**src/rtl/spi_hoarder_pkg.sv**
```systemverilog
// rtl/spi_hoarder_pkg.sv - shared FSM state type and attribute bit positions for spi_frame_hoarder
package spi_hoarder_pkg;

    typedef enum logic {
        IDLE   = 1'b0,
        ACTIVE = 1'b1
    } hoarder_state_e;

    localparam int ATTR_VALID  = 0;
    localparam int ATTR_FRAME  = 1;
    localparam int ATTR_RX_OVF = 2;
    localparam int ATTR_TX_ERR = 3;

endpackage

```
**src/rtl/spi_word_shifter.sv**
```systemverilog
// rtl/spi_word_shifter.sv - assembles SPI bytes into words; byte order set by SPI_HOARDER_LSB_FIRST_EN
module spi_word_shifter #(
    parameter int DATA_WIDTH     = 32,
    parameter int SPI_DATA_WIDTH = 8
) (
    input  logic                      clk,
    input  logic                      rst,
    input  logic                      clear,
    input  logic                      stb,
    input  logic [SPI_DATA_WIDTH-1:0] byte_in,
    output logic                      word_done,
    output logic [DATA_WIDTH-1:0]     word
);
    localparam int BPW = DATA_WIDTH / SPI_DATA_WIDTH;
    localparam int BW  = (BPW > 1) ? $clog2(BPW) : 1;
    localparam logic [BW-1:0] LAST_BYTE = BW'(BPW - 1);

    logic [BW-1:0]         cnt;
    logic [DATA_WIDTH-1:0] shreg;

    // word is the register contents including the byte arriving this cycle
`ifdef SPI_HOARDER_LSB_FIRST_EN
    assign word = {byte_in, shreg[DATA_WIDTH-1:SPI_DATA_WIDTH]};
`else
    assign word = {shreg[DATA_WIDTH-SPI_DATA_WIDTH-1:0], byte_in};
`endif

    assign word_done = stb && !clear && (cnt == LAST_BYTE);

    always_ff @(posedge clk) begin
        if (rst) begin
            cnt   <= '0;
            shreg <= '0;
        end else if (clear) begin
            cnt <= '0;
        end else if (stb) begin
            shreg <= word;
            cnt   <= word_done ? '0 : cnt + 1'b1;
        end
    end

endmodule

```
**src/rtl/spi_frame_hoarder.sv**
```systemverilog
// rtl/spi_frame_hoarder.sv - SPI byte to word bridge with ping-pong rx banks and tx FIFO; option macro SPI_HOARDER_LSB_FIRST_EN
module spi_frame_hoarder
    import spi_hoarder_pkg::*;
#(
    parameter int DATA_WIDTH     = 32,
    parameter int SPI_DATA_WIDTH = 8,
    parameter int ATTR_WIDTH     = 4,
    parameter int FRAME_WORDS    = 4
) (
    input  logic                      clk,
    input  logic                      rst,
    input  logic                      frame_start,
    input  logic                      ready,
    input  logic [SPI_DATA_WIDTH-1:0] data_in_byte,
    output logic [SPI_DATA_WIDTH-1:0] data_out_byte,
    input  logic                      wr,
    input  logic [DATA_WIDTH-1:0]     data_in,
    input  logic                      oe,
    output logic [DATA_WIDTH-1:0]     data_out,
    output logic [ATTR_WIDTH-1:0]     attr_hoarder
);
    localparam int BPW = DATA_WIDTH / SPI_DATA_WIDTH;
    localparam int BW  = (BPW > 1) ? $clog2(BPW) : 1;
    localparam int PW  = (FRAME_WORDS > 1) ? $clog2(FRAME_WORDS) : 1;
    localparam int CW  = $clog2(FRAME_WORDS + 1);
    localparam logic [BW-1:0] LAST_BYTE = BW'(BPW - 1);
    localparam logic [PW-1:0] LAST_WORD = PW'(FRAME_WORDS - 1);
    localparam logic [CW-1:0] FULL      = CW'(FRAME_WORDS);

    hoarder_state_e state_q, state_d;

    logic                  ready_q, byte_stb, active, rx_stb, tx_stb;
    logic                  word_done;
    logic [DATA_WIDTH-1:0] rx_word;
    logic [DATA_WIDTH-1:0] bank [2][FRAME_WORDS];
    logic                  fill_sel, swap_pending;
    logic [PW-1:0]         rx_idx, rd_ptr;
    logic                  frame_avail, rd_valid, rx_ovf, tx_err, rd_fire;
    logic [DATA_WIDTH-1:0] fifo [FRAME_WORDS];
    logic [PW-1:0]         head, tail;
    logic [CW-1:0]         level;
    logic [BW-1:0]         tx_idx;
    logic                  push, pop;
    logic [DATA_WIDTH-1:0] head_word;

    assign byte_stb  = ready & ~ready_q;
    assign active    = (state_q == ACTIVE);
    assign rx_stb    = byte_stb & active;
    assign tx_stb    = byte_stb & active & ~frame_start;
    assign rd_fire   = oe & frame_avail;
    assign push      = wr && (level != FULL);
    assign pop       = tx_stb && (level != '0) && (tx_idx == LAST_BYTE);
    assign head_word = fifo[head];

    spi_word_shifter #(
        .DATA_WIDTH     (DATA_WIDTH),
        .SPI_DATA_WIDTH (SPI_DATA_WIDTH)
    ) u_shifter (
        .clk       (clk),
        .rst       (rst),
        .clear     (frame_start),
        .stb       (rx_stb),
        .byte_in   (data_in_byte),
        .word_done (word_done),
        .word      (rx_word)
    );

    always_comb begin
        state_d = state_q;
        case (state_q)
            IDLE:    if (frame_start) state_d = ACTIVE;
            ACTIVE:  if (frame_start) state_d = ACTIVE;
                     else if (swap_pending) state_d = IDLE;
            default: state_d = IDLE;
        endcase
    end

    always_ff @(posedge clk) begin
        if (rst) begin
            state_q      <= IDLE;
            ready_q      <= 1'b0;
            fill_sel     <= 1'b0;
            swap_pending <= 1'b0;
            rx_idx       <= '0;
            rd_ptr       <= '0;
            frame_avail  <= 1'b0;
            rd_valid     <= 1'b0;
            rx_ovf       <= 1'b0;
            tx_err       <= 1'b0;
            data_out     <= '0;
            head         <= '0;
            tail         <= '0;
            level        <= '0;
            tx_idx       <= '0;
        end else begin
            state_q  <= state_d;
            ready_q  <= ready;
            rd_valid <= rd_fire;

            // the read sees the pre-swap bank; the swap below then overrides rd_ptr
            if (rd_fire) begin
                data_out <= bank[~fill_sel][rd_ptr];
                if (rd_ptr == LAST_WORD) begin
                    rd_ptr      <= '0;
                    frame_avail <= 1'b0;
                end else begin
                    rd_ptr <= rd_ptr + 1'b1;
                end
            end

            if (swap_pending) begin
                swap_pending <= 1'b0;
                fill_sel     <= ~fill_sel;
                rd_ptr       <= '0;
                frame_avail  <= 1'b1;
                if (frame_avail && !(rd_fire && rd_ptr == LAST_WORD)) rx_ovf <= 1'b1;
            end

            if (frame_start) begin
                rx_idx <= '0;
            end else if (word_done) begin
                if (rx_idx == LAST_WORD) begin
                    rx_idx       <= '0;
                    swap_pending <= 1'b1;
                end else begin
                    rx_idx <= rx_idx + 1'b1;
                end
            end

            if (push) tail <= (tail == LAST_WORD) ? '0 : tail + 1'b1;
            if (pop)  head <= (head == LAST_WORD) ? '0 : head + 1'b1;
            level <= level + CW'(push) - CW'(pop);

            if (frame_start) tx_idx <= '0;
            else if (tx_stb && level != '0) tx_idx <= (tx_idx == LAST_BYTE) ? '0 : tx_idx + 1'b1;

            if ((tx_stb && level == '0) || (wr && level == FULL)) tx_err <= 1'b1;
        end
    end

    always_ff @(posedge clk) begin
        if (!rst && word_done) bank[fill_sel][rx_idx] <= rx_word;
        if (!rst && push) fifo[tail] <= data_in;
    end

    always_comb begin
        data_out_byte = '0;
        if (level != '0) begin
`ifdef SPI_HOARDER_LSB_FIRST_EN
            data_out_byte = head_word[int'(tx_idx) * SPI_DATA_WIDTH +: SPI_DATA_WIDTH];
`else
            data_out_byte = head_word[(BPW - 1 - int'(tx_idx)) * SPI_DATA_WIDTH +: SPI_DATA_WIDTH];
`endif
        end
    end

    always_comb begin
        attr_hoarder              = '0;
        attr_hoarder[ATTR_VALID]  = rd_valid;
        attr_hoarder[ATTR_FRAME]  = frame_avail;
        attr_hoarder[ATTR_RX_OVF] = rx_ovf;
        attr_hoarder[ATTR_TX_ERR] = tx_err;
    end

endmodule

```
**config.mk**
```make
export PLATFORM = sky130hd
export DESIGN_NAME = spi_frame_hoarder
export DESIGN_NICKNAME = d
export VERILOG_FILES = /design/src/rtl/spi_hoarder_pkg.sv /design/src/rtl/spi_word_shifter.sv /design/src/rtl/spi_frame_hoarder.sv
export SDC_FILE = /design/constraint.sdc
export NUM_CORES = 1
export LEC_CHECK = 0
export CAP_MARGIN = 40
export CORE_MARGIN = 3
export CORE_UTILIZATION = 40
export CTS_BUF_LIST = sky130_fd_sc_hd__clkbuf_16
export DETAILED_ROUTE_END_ITERATION = 7
export PLACE_DENSITY = 0.55
export SETUP_SLACK_MARGIN = 0.4
export SLEW_MARGIN = 10
export SYNTH_ARGS = -nofsm -noshare
export SYNTH_HDL_FRONTEND = slang
export SYNTH_SLANG_ARGS = --single-unit
```
**constraint.sdc**
```tcl
create_clock -name clk -period 13.9 [get_ports clk]
set_input_delay 3.475 -clock clk [delete_from_list [all_inputs] [get_ports clk]]
set_output_delay 3.475 -clock clk [all_outputs]
set_load 0.005 [all_outputs]
```
# == Word-level counts from Yosys, hierarchy flattened ==
# Memories as Yosys holds them, arrays and structs flattened. A register that Yosys moved wholly into a read port is not among the register bits.
# Index checks and enable logic that the tools add are counted.
# word_totals
rom_bits,0
ff_bits,79
input_bits,46
wordCells,103
out_inout_bits,44
ramBits,384
memories,2
latch_bits,0
# mem_list
memory,depth,word_bits,rd,rd_clocked_by_memory_dff,wr,line_no,text
bank,2,128,1,0,1,spi_frame_hoarder.sv:35,logic [DATA_WIDTH-1:0] bank [2][FRAME_WORDS];
fifo,4,32,1,1,1,spi_frame_hoarder.sv:39,logic [DATA_WIDTH-1:0] fifo [FRAME_WORDS];
# classes
mux,26
n_addsub,9
mul,0
n_bitwise,11
shifts,1
div_mod_pow,0
n_reduce_logical,26
eq_ne,8
order_cmp,3
# ops
cell,n
$mux 128,1
$mux 32,3
$bmux 32 s2,1
$demux 32 s2,1
$shiftx 32x6->8,1
$mux 2,8
$add 2x1->2 const B,6
$eq 2x2->1 const B,6
$logic_and 1x1->1,12
$mux 1,10
$mux 8,1
$ge 3x3->1 const B,2
$not 2->3,2
$reduce_and 2->1,3
$not 1->1,5
$and 1x1->1,4
$reduce_bool 2->1,2
$reduce_or 2->1,2
$add 3x1->3,1
$eq 3x3->1 const B,1
$logic_not 1->1,3
$logic_not 3->1,1
$lt 3x1->1 const B,1
$ne 3x3->1 const B,1
6 further kinds,6

# == Depth between registers and ports, before layout ==
# logic_depth
depth_word,8
depth_mapped,10
mapped_depth_nobuf,10

# == Hierarchy ==
# A second synthesis with hierarchy kept.
# hier_totals
hier_cells,943
hier_area_um2,17728.3
# by_module_without_submodules
mod,cells_each,n_inst,seq_area_each_um2,area_per_inst_um2
spi_frame_hoarder,819,1,12632.1,16615.9
spi_word_shifter,124,1,520.5,1112.3

# == Worst setup path after synthesis ==
# Ideal clock, no wire load.
# synth_path
path_type,input to register
from,input rst
to,memory fifo[1][0] (enable)
n_path_buf,3
setup_slack_ps,7023
required_time_ps,13432
setup_time_ps,468
cell_stages,4
arrival_time_ps,6409
cell_sequence,clkbuf_1 -> buf_2 -> clkbuf_1 -> nor3b_1
# synth_via
elab_chain_len,4
# synth_rtl
element,line_no,text
from (decl),spi_frame_hoarder.sv:11,"input logic rst,"
$logic_not 1->1,spi_frame_hoarder.sv:143,if (!rst && push) fifo[tail] <= data_in;
$logic_and 1x1->1,spi_frame_hoarder.sv:143,
$mux 1,spi_frame_hoarder.sv:143,
$mux 1 (not written as such),spi_frame_hoarder.sv:143,
to (decl),spi_frame_hoarder.sv:39,
# No other way between the ends.

==> qor.yml <==
setup_path:
  cp_max_fo: 20
  worstSetupEndpoint: "data_out_byte[4]"
  critPathArrivalTime_ps: 2890
  critPathLaunchType: "register"
  rrSetupSlack_ps: 11220
  cpPeakStageDelay_ps: 590
  reg2reg_depth: 11
  worstSetupEndpointType: "output pin"
  cp_slowest_cell: "dfxtp_2"
  path_cells: "buf_12 > mux4_2 > mux2i_1 > o221ai_1 > clkdlybuf4s50_1"
  r2r_end: "level[2]"
  r2r_start: "tx_idx[0]"
  required_ps: 10430
  path_class: "register to output pin"
floorplanning:
  dieArea_mm2: 0.0470
  rows: 76
  pin_count: 90
  die_h_um: 217
  start_util: 0.409
  die_w_um: 217
  core_area_mm2: 0.0435
clock_tree:
  cts_htree_levels: 2
  cts_tree: "done"
  post-cts-setup-buffer-count: 0
  clk_latency_ps: 590
  clock-sinks: 465
  numCtsBuffers: 49
  cts-root-buf: "clkbuf_16"
  clock_path_buffers: 3
  hold_buffers: 0
  cts_resized: 0
  clk_pin_slew_ps: 60
global_routing:
  grt_usage: 0.157
  grt_pass1_wl_um: 55800
  gr-total-overflow: 0
  grt_pass1_vias: 8996
  antenna_found_initial: 0
  grt_max_degree: 54
sta:
  setup_slack_ps: 7540
  drv_slew: 0
  finClkSkew_ps: 21.8
  min_period_ps: 6360
  worst_slew_pin_slew_ps: 817
  fin_crit_sh: 0.458
  slew_headroom: 0.455
  rsz0062_at_grt: "false"
  hold_ws_ps: 489
  max_clock_freq_mhz: 157
  setup_viol: 0
  tns_ps: 0
  final_hold_viol_count: 0
worst_hold_path:
  hold_class: "register to register"
logic_synthesis:
  syn_avg_cell_area_um2: 19.2
  yosys.area.top_type_share: 0.648
  synthFlopType: "edfxtp_1"
  syn_area_mm2: 0.0178
  yosys_warnings: 0
  synth_nets: 988
  synth-seq-cells: 465
  yosysMostFrequentCell: "edfxtp_1"
  synthTopCellsByArea: "edfxtp_1, mux4_2, dfxtp_1, o22ai_2, nor3_2"
  yosys-top-cells-count: "edfxtp_1, mux4_2, dfxtp_1"
  yosysTopAreaCell: "edfxtp_1"
  syn_inst: 928
  synthArstFlopShare: 0
  seq_area_frac_synth: 0.739
  synth-edff-count: 384
  yosysUniqueCellTypes: 47
layout:
  fin_area_mm2: 0.0211
  fin_util: 0.484
  num_antenna_cells: 0
  nets: 1098
  area_growth_pct: 18.4
  drive_gt1_frac: 0.247
placement:
  place_hpwl_um: 21700
  gp_congestion: 0.711
  dp_slack_ps: 7880
  dpl_cell_area_mm2: 0.0195
  io_buffers: 89
detailed_routing:
  first_pass_iters: 5
  drt_iter0_drc: 386
  antenna_left: 0
  wirelength_um: 36000
  wl_per_cell_um: 21.6
  via_per_inst: 5.14
  drc: 0
  vias: 8547
pwr:
  powerDensity_mw_per_mm2: 137
  p_leak_uw: 0.00655
  ir_drop_v: 0.000110
job:
  cap_violations: 0
status:
  outcome: "finished clean"
[how the worst min path moves through the flow]
stage	depth (start not counted)	startpoint	slack, ps	to
floorplan	2	rx_ovf	440	rx_ovf
global placement	2	u_shifter.cnt[0]	470	u_shifter.cnt[0]
detailed placement	2	rx_ovf	460	rx_ovf
CTS	2	u_shifter.cnt[0]	490	u_shifter.cnt[0]
global route	2	data_out[25]	510	data_out[25]
finish	2	u_shifter.cnt[0]	490	u_shifter.cnt[0]
[cells in the final DEF, fill, tap and decap left out, types with 3 or more instances in the layout]
master and n:
edfxtp_1 384, mux4_2 94, clkdlybuf4s50_1 88, dfxtp_1 77
nand2_1 59, clkbuf_16 49, nor2_1 42, a21oi_1 36
nor3_2 33, o22ai_2 30, inv_1 26, clkinv_1 18
ha_1 13, buf_4 12, mux2i_1 11, o221ai_1 8
buf_12 8, clkinv_2 7, nor3_1 6, bufinv_16 5
nor2b_1 4, and3_2 4, nor3b_2 4, and3b_2 4
buf_16 4, and2_1 3, nand3_1 3, o21ai_1 3
o21ai_0 3, nand3b_1 3, or4_1 3, dfxtp_2 3
[flip-flops by register name (all words and copies together) (netlist names), named ones only]
name             flops
rd_valid             1
data_out            32
head                 2
swap_pending         1
ready_q              1
rd_ptr               2
tail                 2
rx_idx               2
u_shifter.shreg     24
level                3
tx_idx               2
frame_avail          1
active               1
bank               256
u_shifter.cnt        2
tx_err               1
fill_sel             1
fifo               128
rx_ovf               1
[cell type report]
cell class	instances	area (um^2)
sequential	465	13200
tap	585	732
timing repair buffer	114	1260
inverter	17	63.8
clock inverter	42	335
fill	3667	22400
clock buffer	49	1230
multi-input combinational	391	4280
[cells by family (layout without fill, tap and decap cells)]
logic type               count (synthesis)  in the layout  share of synthesized area
AO/OA/AOI/OAI                           86             86                     0.0393
AND/OR/NAND/NOR                        179            179                     0.0570
adder cells (fa/ha/maj)                 14             14                     0.0103
flip-flops                             465            465                      0.739
XOR/XNOR                                 3              3                    0.00148
multiplexers                           109            109                      0.129
buffers and inverters                   72            222                     0.0231
[power by group]
part | switching (uW) | internal [uW] | total, uW | leakage, uW
Sequential | 11.1 | 1520 | 1530 | 0.00412
Combinational | 50.8 | 41.3 | 92.1 | 0.00162
Clock | 522 | 735 | 1260 | 0.000805
[metrics by stage]
step | total power, uW | cells
global route | 2980 | 1663
global placement | 1650 | 1558
finish | 2880 | 1663
floorplan | 1600 | 928
CTS | 2920 | 1663
detailed placement | 1650 | 1572
[critical path, delay by kind of cell, from the launching register on]
kind	cells	cell delay [ps]
AOI/OAI and AO/OA	1	220
buffers and inverters	2	760
DFF	1	590
muxes	2	740
[per-layer routing]
layer / GRT usage / up-vias / wire (um)
met1: 0.215 / 4405 / 16000
met2: 0.256 / 172 / 17500
met3: 0.0310 / 59 / 1690
met5: 0 / - / 0
li1: - / 3911 / -
met4: 0.0470 / 0 / 811
Power figures use the tool's default switching activity.
